### src/rtl/tlc_serial_rx.sv
// tlc_serial_rx: receiving end of the LED-driver serial link (SCLK/SDO/LAT).
// Shifts in DAISY_LEN chained frames of FRAME_BITS bits, MSB of the stream
// first. On a LAT rising edge with the right bit count, the frames are handed
// out one at a time over valid/ready. idx 0 is the frame received last.
// Optional build macro: RX_SYNC_EN adds 2-FF synchronisers on SCLK_IN,
// LAT_IN and SDI so that the link may be asynchronous to CLK_10M.
`timescale 1ns/1ps
module tlc_serial_rx #(
  parameter int FRAME_BITS = 769,
  parameter int DAISY_LEN  = 2,
  localparam int N     = FRAME_BITS * DAISY_LEN,
  localparam int IDX_W = (DAISY_LEN > 1) ? $clog2(DAISY_LEN) : 1,
  localparam int CNT_W = $clog2(N + 2)
) (
  input  logic                  CLK_10M,
  input  logic                  RESET,
  input  logic                  SCLK_IN,
  input  logic                  SDI,
  input  logic                  LAT_IN,
  output logic [FRAME_BITS-1:0] frame_data,
  output logic                  frame_valid,
  input  logic                  frame_ready,
  output logic [IDX_W-1:0]      frame_idx,
  output logic                  frame_is_ctrl,
  output logic                  len_err,
  output logic                  overrun,
  output logic [CNT_W-1:0]      bit_cnt
);

  typedef enum logic {RECV = 1'b0, EMIT = 1'b1} state_t;

  state_t           state;
  logic [N-1:0]     sr;
  logic             sclk_s, lat_s, sdi_s;
  logic             sclk_prev, lat_prev;
  logic             sclk_rise, lat_rise;
  logic [CNT_W-1:0] cnt_inc, cnt_after;

`ifdef RX_SYNC_EN
  logic [2:0] sync_q1, sync_q2;

  // Two-stage synchroniser for the asynchronous link inputs.
  always_ff @(posedge CLK_10M) begin
    if (RESET) begin
      sync_q1 <= '0;
      sync_q2 <= '0;
    end else begin
      sync_q1 <= {SCLK_IN, LAT_IN, SDI};
      sync_q2 <= sync_q1;
    end
  end

  assign {sclk_s, lat_s, sdi_s} = sync_q2;
`else
  assign sclk_s = SCLK_IN;
  assign lat_s  = LAT_IN;
  assign sdi_s  = SDI;
`endif

  // Delayed copies for edge detection; reset high so a line already high is not an edge.
  always_ff @(posedge CLK_10M) begin
    if (RESET) begin
      sclk_prev <= 1'b1;
      lat_prev  <= 1'b1;
    end else begin
      sclk_prev <= sclk_s;
      lat_prev  <= lat_s;
    end
  end

  assign sclk_rise = sclk_s & ~sclk_prev;
  assign lat_rise  = lat_s & ~lat_prev;

  // Saturating bit count; a coincident SCLK edge is counted before the LAT check.
  assign cnt_inc   = (bit_cnt == CNT_W'(N + 1)) ? bit_cnt : bit_cnt + CNT_W'(1);
  assign cnt_after = sclk_rise ? cnt_inc : bit_cnt;

  // The lowest frame of the shift register is always the one on offer.
  assign frame_data    = sr[FRAME_BITS-1:0];
  assign frame_is_ctrl = sr[FRAME_BITS-1];

  // Receive/emit state machine with all state and flags registered.
  always_ff @(posedge CLK_10M) begin
    if (RESET) begin
      state       <= RECV;
      sr          <= '0;
      bit_cnt     <= '0;
      frame_valid <= 1'b0;
      frame_idx   <= '0;
      len_err     <= 1'b0;
      overrun     <= 1'b0;
    end else begin
      // NOTE: state updates use non-blocking assignments so every branch sees
      // the pre-edge values; the default below makes len_err a 1-cycle pulse.
      len_err <= 1'b0;
      case (state)
        RECV: begin
          if (sclk_rise) sr <= {sr[N-2:0], sdi_s};
          if (lat_rise) begin
            if (cnt_after == CNT_W'(N)) begin
              state       <= EMIT;
              frame_valid <= 1'b1;
              frame_idx   <= '0;
              bit_cnt     <= cnt_after;
            end else begin
              len_err <= 1'b1;
              bit_cnt <= '0;
            end
          end else if (sclk_rise) begin
            bit_cnt <= cnt_inc;
          end
        end
        EMIT: begin
          if (sclk_rise) overrun <= 1'b1;
          if (lat_rise)  len_err <= 1'b1;
          if (frame_ready) begin
            sr <= sr >> FRAME_BITS;
            if (frame_idx == IDX_W'(DAISY_LEN - 1)) begin
              state       <= RECV;
              frame_valid <= 1'b0;
              frame_idx   <= '0;
              bit_cnt     <= '0;
            end else begin
              frame_idx <= frame_idx + IDX_W'(1);
            end
          end
        end
        default: state <= RECV;
      endcase
    end
  end

endmodule

### config.mk
export PLATFORM = sky130hd
export DESIGN_NAME = tlc_serial_rx
export DESIGN_NICKNAME = d
export VERILOG_FILES = /design/src/rtl/tlc_serial_rx.sv
export SDC_FILE = /design/constraint.sdc
export NUM_CORES = 2
export LEC_CHECK = 0
export CORE_MARGIN = 5
export CORE_UTILIZATION = 29
export DETAILED_ROUTE_END_ITERATION = 7
export PLACE_DENSITY = 0.45
export SLEW_MARGIN = 5
export SYNTH_ARGS = -nofsm -noshare
export SYNTH_HDL_FRONTEND = slang
export SYNTH_SLANG_ARGS = --single-unit
### constraint.sdc
create_clock -name CLK_10M -period 6.2 [get_ports CLK_10M]
set_input_delay 0.93 -clock CLK_10M [delete_from_list [all_inputs] [get_ports CLK_10M]]
set_output_delay 0.93 -clock CLK_10M [all_outputs]
set_load 0.005 [all_outputs]
Word-level counts from Yosys, hierarchy flattened
Cells that the tools add are included.
W data, S select, Z words.
{"block": "word_totals", "reg_bits": 1556, "in_bits": 6, "wordCells": 57}
{"block": "op_classes", "n_eq_ne": 7, "mux": 29, "n_addsub": 2, "reduce_logical": 5, "n_bitwise": 5}
{"op": "$mux W1538", "count": 2}
{"op": "$pmux W1538 S2", "count": 1}
{"op": "$mux W11", "count": 6}
{"op": "$eq A11 B11 Y1 const B", "count": 2}
{"op": "$pmux W11 S2", "count": 1}
{"op": "$mux W1", "count": 15}
{"op": "$add A11 B1 Y11 const B", "count": 1}
{"op": "$ne A2 B2 Y1 const B", "count": 5}
{"op": "$pmux W1 S2", "count": 4}
{"op": "$reduce_and A2 Y1", "count": 3}
{"op": "$reduce_and A4 Y1", "count": 1}
{"op": "$not A1 Y1", "count": 3}
{"op": "$reduce_and A3 Y1", "count": 1}
{"op": "$and A1 B1 Y1", "count": 2}
{"op": "$add A1 B1 Y1 const B", "count": 1}

Depth between registers and ports, before layout
{"block": "logic_depth", "depth_word": 7, "mapped_depth": 9, "depth_no_buf": 7}

Least setup slack after synthesis
Ideal clock, no wire load.
{"block": "synth_path", "kind": "input to register", "from": "input SCLK_IN", "to": "register frame_idx", "path_stages": 6, "required_time_ps": 6084, "slack_ps": 3826, "t_arrival_ps": 2258, "n_path_buf": 0, "setup_ps": 116, "cell_sequence": "and3b_1 > or3_1 > a31o_2 > nor4_4 > nand3_1 > a31o_1"}
{"block": "synth_between", "elab_chain_cells": 5}
{"item": "start, declared", "line": "17", "source": "input logic SCLK_IN,"}
{"item": "$and A1 B1 Y1", "line": "71", "source": "assign sclk_rise = sclk_s & ~sclk_prev;"}
{"item": "$mux W11"}
{"item": "$eq A11 B11 Y1", "line": "100", "source": "if (cnt_after == CNT_W'(N)) begin"}
{"item": "$ne A2 B2 Y1 (no source line)"}
{"item": "$reduce_and A3 Y1 (no source line)"}
{"item": "end signal, assigned", "line": "124", "source": "frame_idx <= frame_idx + IDX_W'(1);"}
{"item": "end, declared", "line": "23", "source": "output logic [IDX_W-1:0] frame_idx,"}
No other way between the ends.
A chain may end at the register's enable or synchronous reset.

Final worst setup path
{"block": "layout_path", "from": "input SCLK_IN", "to": "register sr[952]"}
{"block": "layout_between", "elab_chain_cells": 3}
{"item": "$and A1 B1 Y1", "line": "71"}
{"item": "$ne A2 B2 Y1 (no source line)"}
{"item": "$reduce_and A2 Y1 (no source line)"}
{"item": "end signal, assigned", "line": "98", "source": "if (sclk_rise) sr <= {sr[N-2:0], sdi_s};"}
{"item": "end signal, assigned", "line": "117", "source": "sr <= sr >> FRAME_BITS;"}
{"item": "end, declared", "line": "33", "source": "logic [N-1:0] sr;"}
No other way between the ends.

==> impl_results.md <==
* Status: finished clean
* Most frequent cells in the layout: sky130_fd_sc_hd__dfxtp_1 (1,555), sky130_fd_sc_hd__nor2_1 (1,550), sky130_fd_sc_hd__clkdlybuf4s50_1 (789)
* # clock sinks at 1,556
* Number of synthesized register bits at 1,556
* Tot GR Track Use at 0.156
* Actual transition at the worst max-transition pin at 1.13 ns
* GPL Wtd Cong at approximately 0.78
* Clock root buffer master: sky130_fd_sc_hd__clkbuf_16
* Core Box Area at 0.225 mm²
* Number of hold-slack violations in the final timing report at 0
* Dominant cells by area after synthesis: sky130_fd_sc_hd__dfxtp_1 (48%), sky130_fd_sc_hd__mux2i_1 (12%), sky130_fd_sc_hd__buf_4 (8.9%)
* Num ports at 791
* Detailed-route DRC error count at 0
* Worst reg-to-reg setup slack at 2.91 ns
* Number of global-route vias before repair at 45.3k
* Period Utilization, post-route at 0.548
* Count of instances resized after the clock tree is built at 0
* Area Overhead vs Synth at 15.2%
* Most frequent standard cell in the layout excluding fill and tap cells: sky130_fd_sc_hd__dfxtp_1
* Path class of the lowest-slack min-delay path: reg -> reg
* Fill cell count at 22.9k
* Kind of start point of the critical path: input pin
* Total iterations of the first detailed-routing run at 8
* Worst-case clock skew at slightly below 0.07 ns
* Clock transition at path regs at 0.06 ns
* Mapped cell area at 0.0655 mm²
* Share of synthesized registers carrying an async set or reset at 0
* Number of vias per cell at ~5
* Capturing instance or port of the critical path: sr[952]
* Number of max-cap violations at 0
* Routed vias at between 40k and 50k
* Sum of net half-perimeters after detailed placement at 122 mm
* Yosys warning total at 0
* Path type of the worst setup path: in -> reg
* Total Die Area at 0.236 mm²
* Average cell area after synthesis at 9.48 µm²
* Iter 0 DRT Violations at 2,847
* Final critical-path required period at ~3.4 ns
* TritonCTS clock tree: built
* Average wire per standard cell at 19.9 µm
* Startpoint of the worst-slack reg-to-reg timing path: state
* R2r endpoint: bit_cnt[9]
* Maximum fanout along the worst path at 192
* Post-synth EDFFs at 0
* Gate count of the mapped netlist at about 7k
* Leading area contributor after synthesis: sky130_fd_sc_hd__dfxtp_1
* Total of endpoints with negative setup slack in the final report at 0
* Global-route congestion overflow total at 0
* Setup TNS at 0 ns
* Worst endpoint data arrival time at 4.11 ns
* Total power per unit cell area at 300 mW/mm²
* WHS at 0.504 ns
* Commonest register cell after synthesis: sky130_fd_sc_hd__dfxtp_1
* Hold buffer count at CTS at 0
* Wire length after detailed routing at 193 mm
* H-tree depth reported by CTS at 4
* Initial Util at 0.291
* Share of post-route cells with drive strength above 1 at 0.0513
* RSZ-0062 raised after global routing: false
* Initial antenna violation count at 2
* Rel. slew slack at 0.247
* DRT antenna net count at 0
* I/O Buffers at 790
* Achievable frequency at 294 MHz
* Leakage component of the power at ~23 nW
* Number of pins with negative max-slew slack in the final report at 0
* Vertical extent of the die at just under 500 µm
* Post CTS Setup Buffer Count at 0
* Post-synth net total at between 6k and 7k
* Cell count of the worst reg-to-reg path at 6
* Worst IR Drop VDD at 0.218 mV
* Final layout net count at 6,577
* Die width at 485 µm
* Proportion of netlist area held by the largest area contributor at 0.475
* Critical path endpoint category: flop
* Clock latency on the worst-skew pair at 0.82 ns
* Sequential share of the synthesized area at 0.475
* Pin count of the biggest net entering global routing at 217
* Global-route wire length before repair at between 200 and 300 mm
* Number of CTS-inserted buffers at 179
* Required time at the endpoint of the critical path at approximately 7 ns
* Distinct cell type count after synthesis at 51
* Row Count at between 150 and 200
* Clock Tree Buf Depth at 3
* Beginning of the critical path: SCLK_IN
[how the worst min path moves through the flow]
stage,start,endpoint,slack [ns],cells past startpoint
after global routing,sr[45],sr[45],0.53,2
after CTS,sr[1537],sr[1537],0.50,2
after floorplan,overrun,overrun,0.46,2
after global placement,sr[1537],sr[1537],0.49,2
final,sr[1537],sr[1537],0.50,2
after detailed placement,sr[1537],sr[1537],0.49,2
[layer usage]
layer  routed length (µm)  global-route usage
met1                84600               0.200
met2                86500               0.244
met3                17500              0.0624
met4                 4120              0.0397
met5                    0                   0
[power by group]
group | internal [mW] | leakage, nW | switching (mW)
clock network | 6.16 | 2.87 | 4.41
registers | 10.3 | 12.6 | 0.238
logic | 0.705 | 7.33 | 0.903
total | 17.1 | 22.8 | 5.55
[worst max-delay path: stages]
cell and delay, ns:
sky130_fd_sc_hd__clkdlybuf4s50_1 0.58, sky130_fd_sc_hd__nand2b_1 0.28, sky130_fd_sc_hd__nor2_4 0.30, sky130_fd_sc_hd__buf_12 0.61
sky130_fd_sc_hd__buf_4 0.74, sky130_fd_sc_hd__a22oi_1 0.20, sky130_fd_sc_hd__nor2_1 0.14
[layout make-up]
class                      count  area [µm²]  area share
antenna                        3        7.51   0.0000994
sequential                  1556       31200       0.413
clock buffer                 279        5320      0.0704
multi-input combinational   3976       25900       0.343
inverter                       4        15.0    0.000199
timing repair buffer         853        8770       0.116
tap                         2992        3740      0.0496
clock inverter                40         593     0.00785
[cell families (layout without fill, tap and decap cells)]
| logic type | count (synthesis) | count (layout) | share of synthesized area |
|---|---|---|---|
| adders and majority gates | 1 | 1 | 0.000191 |
| xor gates and xnor gates | 4 | 4 | 0.000535 |
| other | 0 | 3 | 0 |
| buffers and inverters | 1384 | 1176 | 0.130 |
| muxes | 770 | 770 | 0.118 |
| and+or+nand+nor | 1621 | 1621 | 0.0963 |
| AOI/OAI and AO/OA | 1580 | 1580 | 0.180 |
| DFF | 1556 | 1556 | 0.475 |
[metrics by stage]
stage               setup WS, ns  power, mW  instances   util  area (µm²)
floorplan                   3.83       11.8       6916      -       65500
global route                2.66       23.7       9702  0.336       75500
CTS                         2.83       23.1       9700  0.336       75500
finish                      2.80       22.7       9703  0.336       75500
global placement            2.16       12.3       9381  0.309       69600
detailed placement          2.08       12.4       9381  0.309       69600
[flip-flops by register name, indices dropped and copies added, names as in the netlist]
name,cells
frame_idx,1
state,1
sclk_prev,1
frame_valid,1
overrun,1
lat_prev,1
bit_cnt,11
sr,1538
len_err,1
[Yosys cell counts (2+ instances only)]
master / count
sky130_fd_sc_hd__dfxtp_1: 1556
sky130_fd_sc_hd__nor2_1: 1551
sky130_fd_sc_hd__buf_4: 780
sky130_fd_sc_hd__a211oi_1: 771
sky130_fd_sc_hd__mux2i_1: 770
sky130_fd_sc_hd__a22oi_1: 769
sky130_fd_sc_hd__clkbuf_1: 291
sky130_fd_sc_hd__buf_2: 282
sky130_fd_sc_hd__buf_1: 22
sky130_fd_sc_hd__nand3_1: 14
sky130_fd_sc_hd__a21oi_1: 11
sky130_fd_sc_hd__a31oi_1: 9
sky130_fd_sc_hd__nand2_1: 9
sky130_fd_sc_hd__o21ai_0: 7
sky130_fd_sc_hd__nor3_1: 6
sky130_fd_sc_hd__buf_6: 5
sky130_fd_sc_hd__nor4_1: 5
sky130_fd_sc_hd__inv_1: 4
sky130_fd_sc_hd__nand2b_1: 4
sky130_fd_sc_hd__nand4b_1: 4
sky130_fd_sc_hd__a311oi_1: 3
sky130_fd_sc_hd__nand4_1: 3
sky130_fd_sc_hd__nor2b_1: 3
sky130_fd_sc_hd__or2_2: 3
sky130_fd_sc_hd__xnor2_1: 3
sky130_fd_sc_hd__a31o_2: 2
sky130_fd_sc_hd__and4_1: 2
sky130_fd_sc_hd__nor4_4: 2
sky130_fd_sc_hd__o21ai_1: 2
sky130_fd_sc_hd__or4_1: 2
No activity file was read; power rests on OpenSTA's default activity.
